==> src/rtl/decodificador_seq_param.sv <==
// Parametrised sequence decoder.
// Consumes one CHAR_W-bit character per Controle strobe and tracks progress
// through a SEQ_LEN-character code. Single-step corrections are allowed. The
// decoder ends in accept-A, accept-B or invalid. The code table can be
// reprogrammed at runtime while the decoder is in IDLE.
//
// Ports:
//   clk        rising-edge clock
//   Reset      asynchronous active-low reset
//   Limpar     synchronous clear to IDLE (priority over everything else)
//   Controle   character strobe; Entrada is consumed on each edge where high
//   Entrada    character
//   prog_we    table write enable (honoured only in IDLE)
//   prog_addr  table entry: 0..SEQ_LEN-1 = C1..Cn, SEQ_LEN = accept-A,
//              SEQ_LEN+1 = abort, SEQ_LEN+2 = accept-B
//   prog_data  table entry value
//   estado     current depth (0 outside ACTIVE)
//   Saida      00 idle/running, 01 DONE_A, 10 DONE_B, 11 INVALID
//   fim        one-cycle pulse after entering any terminal state
module decodificador_seq_param #(
    parameter int unsigned CHAR_W  = 7,
    parameter int unsigned SEQ_LEN = 5,
    parameter int unsigned SPLIT   = 3,
    parameter int unsigned TIMEOUT = 0,
    parameter logic [CHAR_W*(SEQ_LEN+3)-1:0] DEFAULT_TABLE = {
        7'b1010011, 7'b1110101, 7'b1001001, 7'b1101110,
        7'b1011010, 7'b1111100, 7'b1000100, 7'b1100000},
    localparam int unsigned DW = $clog2(SEQ_LEN+1),
    localparam int unsigned AW = $clog2(SEQ_LEN+3)
) (
    input  logic              clk,
    input  logic              Reset,
    input  logic              Limpar,
    input  logic              Controle,
    input  logic [CHAR_W-1:0] Entrada,
    input  logic              prog_we,
    input  logic [AW-1:0]     prog_addr,
    input  logic [CHAR_W-1:0] prog_data,
    output logic [DW-1:0]     estado,
    output logic [1:0]        Saida,
    output logic              fim
);

    localparam int unsigned NENT = SEQ_LEN + 3;
    localparam int unsigned TBLW = CHAR_W * NENT;
    localparam int unsigned TW   = (TIMEOUT > 0) ? $clog2(TIMEOUT+1) : 1;

    localparam logic [AW-1:0] IDX_C1    = AW'(0);
    localparam logic [AW-1:0] IDX_ACC_A = AW'(SEQ_LEN);
    localparam logic [AW-1:0] IDX_ACC_B = AW'(SEQ_LEN + 2);

    typedef enum logic [2:0] {
        ST_IDLE,
        ST_ACTIVE,
        ST_DONE_A,
        ST_DONE_B,
        ST_INVALID
    } state_t;

    state_t            state_q, state_d;
    logic [DW-1:0]     depth_q, depth_d;
    logic [TW-1:0]     timer_q, timer_d;
    logic [1:0]        saida_q, saida_d;
    logic              fim_q, fim_d;
    logic [TBLW-1:0]   tbl_q, tbl_d;

    // Table index of the next, current and previous code characters
    // relative to depth k: T[k], T[k-1], T[k-2].
    logic [AW-1:0]     idx_next, idx_cur, idx_prev;
    logic              m_next, m_cur, m_prev, m_acc_a, m_acc_b, m_c1;
    logic              term_q, term_d;

    assign idx_next = AW'(depth_q);
    assign idx_cur  = AW'(depth_q) - AW'(1);
    assign idx_prev = AW'(depth_q) - AW'(2);

    // Match flags against the current (pre-write) table contents.
    assign m_c1    = (Entrada == tbl_q[32'(IDX_C1)*CHAR_W +: CHAR_W]);
    assign m_next  = (depth_q < DW'(SEQ_LEN)) &&
                     (Entrada == tbl_q[32'(idx_next)*CHAR_W +: CHAR_W]);
    assign m_cur   = (Entrada == tbl_q[32'(idx_cur)*CHAR_W +: CHAR_W]);
    assign m_prev  = (depth_q >= DW'(2)) &&
                     (Entrada == tbl_q[32'(idx_prev)*CHAR_W +: CHAR_W]);
    assign m_acc_a = (depth_q <= DW'(SPLIT)) &&
                     (Entrada == tbl_q[32'(IDX_ACC_A)*CHAR_W +: CHAR_W]);
    assign m_acc_b = (depth_q > DW'(SPLIT)) &&
                     (Entrada == tbl_q[32'(IDX_ACC_B)*CHAR_W +: CHAR_W]);

    // Next-state, depth, timer, table and output computation.
    always_comb begin
        state_d = state_q;
        depth_d = depth_q;
        timer_d = '0;
        tbl_d   = tbl_q;
        saida_d = 2'b00;
        fim_d   = 1'b0;
        term_q  = 1'b0;
        term_d  = 1'b0;

        if (Limpar) begin
            state_d = ST_IDLE;
            depth_d = '0;
        end else begin
            case (state_q)
                ST_IDLE: begin
                    if (prog_we && (32'(prog_addr) < NENT)) begin
                        tbl_d[32'(prog_addr)*CHAR_W +: CHAR_W] = prog_data;
                    end
                    if (Controle && m_c1) begin
                        state_d = ST_ACTIVE;
                        depth_d = DW'(1);
                    end
                end
                ST_ACTIVE: begin
                    if (Controle) begin
                        // First match wins; timer restarts on any strobe.
                        if (m_next) begin
                            depth_d = depth_q + DW'(1);
                        end else if (m_cur) begin
                            depth_d = depth_q;
                        end else if (m_prev) begin
                            depth_d = depth_q - DW'(1);
                        end else if (m_acc_a) begin
                            state_d = ST_DONE_A;
                            depth_d = '0;
                        end else if (m_acc_b) begin
                            state_d = ST_DONE_B;
                            depth_d = '0;
                        end else begin
                            state_d = ST_INVALID;
                            depth_d = '0;
                        end
                    end else if ((TIMEOUT > 0) && (timer_q == TW'(TIMEOUT))) begin
                        state_d = ST_INVALID;
                        depth_d = '0;
                    end else begin
                        timer_d = timer_q + TW'(1);
                    end
                end
                default: begin
                    // Terminal states hold until Limpar or Reset.
                end
            endcase
        end

        case (state_d)
            ST_DONE_A:  saida_d = 2'b01;
            ST_DONE_B:  saida_d = 2'b10;
            ST_INVALID: saida_d = 2'b11;
            default:    saida_d = 2'b00;
        endcase

        term_q = (state_q == ST_DONE_A) || (state_q == ST_DONE_B) ||
                 (state_q == ST_INVALID);
        term_d = (state_d == ST_DONE_A) || (state_d == ST_DONE_B) ||
                 (state_d == ST_INVALID);
        fim_d  = term_d && !term_q;
    end

    // State, table and output registers.
    always_ff @(posedge clk or negedge Reset) begin
        if (!Reset) begin
            state_q <= ST_IDLE;
            depth_q <= '0;
            timer_q <= '0;
            saida_q <= 2'b00;
            fim_q   <= 1'b0;
            tbl_q   <= DEFAULT_TABLE;
        end else begin
            state_q <= state_d;
            depth_q <= depth_d;
            timer_q <= timer_d;
            saida_q <= saida_d;
            fim_q   <= fim_d;
            tbl_q   <= tbl_d;
        end
    end

    assign estado = depth_q;
    assign Saida  = saida_q;
    assign fim    = fim_q;

endmodule
==> config.mk <==
export PLATFORM = sky130hd
export DESIGN_NAME = decodificador_seq_param
export DESIGN_NICKNAME = d
export VERILOG_FILES = /design/src/rtl/decodificador_seq_param.sv
export SDC_FILE = /design/constraint.sdc
export NUM_CORES = 1
export LEC_CHECK = 0
export BUFFER_PORTS_ARGS = -buffer_cell sky130_fd_sc_hd__buf_4
export CORE_MARGIN = 3
export CORE_UTILIZATION = 53
export CTS_CLUSTER_DIAMETER = 40
export DETAILED_ROUTE_END_ITERATION = 8
export PLACE_DENSITY = 0.71
export SLEW_MARGIN = 20
export SYNTH_ARGS = -nofsm -noshare
export SYNTH_HDL_FRONTEND = slang
export SYNTH_SLANG_ARGS = --single-unit
==> constraint.sdc <==
create_clock -name clk -period 5.1 [get_ports clk]
set_clock_uncertainty 0.2 [all_clocks]
set_input_delay 0.765 -clock clk [delete_from_list [all_inputs] [get_ports clk]]
set_output_delay 0.765 -clock clk [all_outputs]
set_load 0.02 [all_outputs]
==> flow_summary.json <==
{
  "ioPinCount": 28,
  "drive_gt1_share_pct": 31.4,
  "grtUsageTotal_pct": 25.5,
  "finalCritPeriodShare_pct": 75.6,
  "p_total_mw": 1.68,
  "die_area_um2": 10300,
  "hold-worst-slack_ns": 0.297,
  "drc": 0,
  "synth_seq_cells": 65,
  "grt_pass1_vias": 3484,
  "clkPwrFrac_pct": 32.4,
  "start_util_pct": 54.8,
  "synth_fa_ha_area_share_pct": 2.85,
  "wl_per_cell_um": 21.9,
  "antenna_cells": 0,
  "synth_top_family_by_area": "multiplexers",
  "vias": 3658,
  "cellPowerDensity_nw_per_um2": 318,
  "swShare_pct": 29.4,
  "routed_wl_um": 12400,
  "internal_power_mw": 1.18,
  "cts_root_buffer": "clkbuf_8",
  "clock_sinks": 65,
  "yosys.cell_types.count": 64,
  "synth-main-ff-cell": "dfrtp_1",
  "post_cts_buffers": 0,
  "setup.worst_path.start_class": "register",
  "p_leak_nw": 2.10,
  "numCtsBuffers": 9,
  "antenna_found_initial": 0,
  "grt_pass1_wl_um": 19600,
  "core_um2": 8810,
  "drt-initial-drc-count": 268,
  "critPathMaxFanout": 16,
  "cp.required_ns": 5.19,
  "fmax_mhz": 260,
  "worst_slew_pin_slew_ns": 0.871,
  "gp_congestion": 0.859,
  "avgSynthCellArea_um2": 11.1,
  "async_reset_ff_share_pct": 100,
  "fp.dieH_um": 101,
  "syn2layout_area_growth_pct": 9.12,
  "status": "finished clean",
  "yosys.area_share.xor_xnor_pct": 8.14,
  "synth_seq_area_share_pct": 34.5,
  "yosys.area_share.simple_pct": 12.0,
  "viasPerCell": 6.50,
  "worstPathArrival_ns": 3.94,
  "end_kind": "register",
  "clkTransAtPathRegs_ns": 0.08,
  "syn_nets": 469,
  "layout_commonest_cell": "nand2_1",
  "crit_type": "register to register",
  "fin_util_pct": 59.8,
  "synth_top_area_share_pct": 18.1,
  "grt_overflow": 0,
  "dieWidth_um": 101,
  "nets": 483,
  "finalSetupViolCount": 0,
  "synthMuxAreaShare_pct": 28.6,
  "layout_common_cells": "nand2_1, dfrtp_1, mux2i_1",
  "clockBufferDepth": 2,
  "cts.htree.levels": 3,
  "synthesis.area_um2": 4830,
  "finalSetupTns_ns": 0,
  "peakVddDrop_mv": 0.153,
  "synthCells": 436,
  "cts_tree": "done",
  "insertion_delay_ns": 0.35,
  "yosys.area.top_type": "dfrtp_1",
  "yosys_warnings": 0,
  "power.switching_mw": 0.493,
  "hpwl_um": 8930,
  "ant_nets": 0,
  "cts.repair.resized": 0,
  "hold_violations": 0,
  "finalCriticalPeriod_ns": 3.85,
  "pwr-share-seq_pct": 45.0,
  "portBuffers": 27,
  "grt_start_max_net_pins": 66,
  "maxSlewViolCount": 0,
  "rows": 34,
  "cts_hold_buffers": 0,
  "rsz0062_at_grt": "no",
  "cap_violations": 0,
  "relSlewSlack_pct": 41.7,
  "first_pass_iters": 5,
  "synth.area.top_cells": "dfrtp_1, dfstp_2, mux4_2",
  "worstHoldPathType": "input port to asynchronous set/reset pin",
  "synth-edff-count": 0,
  "synth_compound_area_share_pct": 9.77,
  "pwr-share-comb_pct": 22.6
}
## sequential cells by signal, summed over array words and instances (netlist names)
signal   cells
Saida        2
estado       3
fim          1
state_q      3
tbl_q       56
## routing by layer
metal  global-route usage (%)  wire length [um]  share of wire, %  up-vias
met5                        0                 0                 0        -
met3                     4.41              1010               8.1       17
li1                         -                 -                 -     1646
met4                     8.18               208               1.7        0
met1                     37.0              5330                43     1825
met2                     38.9              5820                47      170
## per-stage QoR
| step | setup WS, ns | instances | instance area [um2] |
|---|---|---|---|
| 2_1_floorplan | 1.35 | 436 | 4830 |
| 3_3_place_gp | 1.37 | 547 | 5030 |
| 3_5_place_dp | 1.28 | 547 | 5030 |
| 4_1_cts | 1.27 | 563 | 5270 |
| 5_1_grt | 0.983 | 563 | 5270 |
| 6_report | 1.25 | 563 | 5270 |
## synthesized netlist by cell type (3+ instances only)
cell / instances
dfrtp_1: 35
nand4_1: 3
o21ai_0: 31
a21oi_1: 7
dfstp_2: 30
buf_4: 5
nor2_1: 19
xor2_1: 17
nor3_1: 7
clkbuf_1: 13
nand3_1: 13
inv_1: 5
ha_1: 11
a22oi_1: 6
a22o_1: 3
nor4_1: 3
buf_2: 6
mux4_2: 23
xnor2_1: 26
mux2_2: 30
a21boi_0: 3
nand2_1: 48
mux2i_1: 34
mux4_1: 7
## worst paths after layout
kind	startpoint	slack, ns	endpoint	cells after the start
worst min-delay path	Reset	0.30	estado[2]$_DFFE_PN0P_	1
min in group clk	tbl_q[9]$_DFFE_PN1P_	0.31	tbl_q[9]$_DFFE_PN1P_	2
worst max-delay path	estado[2]$_DFFE_PN0P_	1.25	Saida[1]$_DFF_PN0_	12
max in group asynchronous	Reset	3.89	tbl_q[52]$_DFFE_PN0P_	1
worst min register to register	tbl_q[9]$_DFFE_PN1P_	0.31	tbl_q[9]$_DFFE_PN1P_	2
worst max register to register	estado[2]$_DFFE_PN0P_	1.25	Saida[1]$_DFF_PN0_	12
## power by group through the flow
stage	Sequential, mW	Clock [mW]	Combinational (mW)
2_1_floorplan	0.712	0	0.292
3_3_place_gp	0.754	0	0.364
3_5_place_dp	0.760	0	0.375
4_1_cts	0.752	0.552	0.378
5_1_grt	0.768	0.575	0.414
6_report	0.755	0.544	0.379
## kinds of logic after synthesis
family,after synthesis
simple gates,117
mux,94
compound gates,69
flops,65
xor+xnor,44
buf+inv,36
fa+ha+maj,11
## critical path: stages (launching register included)
cell	delay, ns
dfrtp_1	0.35
clkinv_1	0.24
ha_1	0.88
buf_4	0.30
mux2i_1	0.09
a22o_1	0.24
a221oi_2	0.19
xnor2_1	0.10
nand4_1	0.14
nand3_1	0.14
o31a_1	0.33
or4b_1	0.47
nand4_1	0.10
## final cells by class
cell class / count / area [um2]
Clock buffer: 10 / 138
Clock inverter: 6 / 105
Fill cell: 745 / 3540
Inverter: 7 / 26.3
Multi-Input combinational cell: 335 / 2960
Sequential cell: 65 / 1660
Tap cell: 108 / 135
Timing Repair Buffer: 32 / 240
Power figures use the tool's default switching activity.
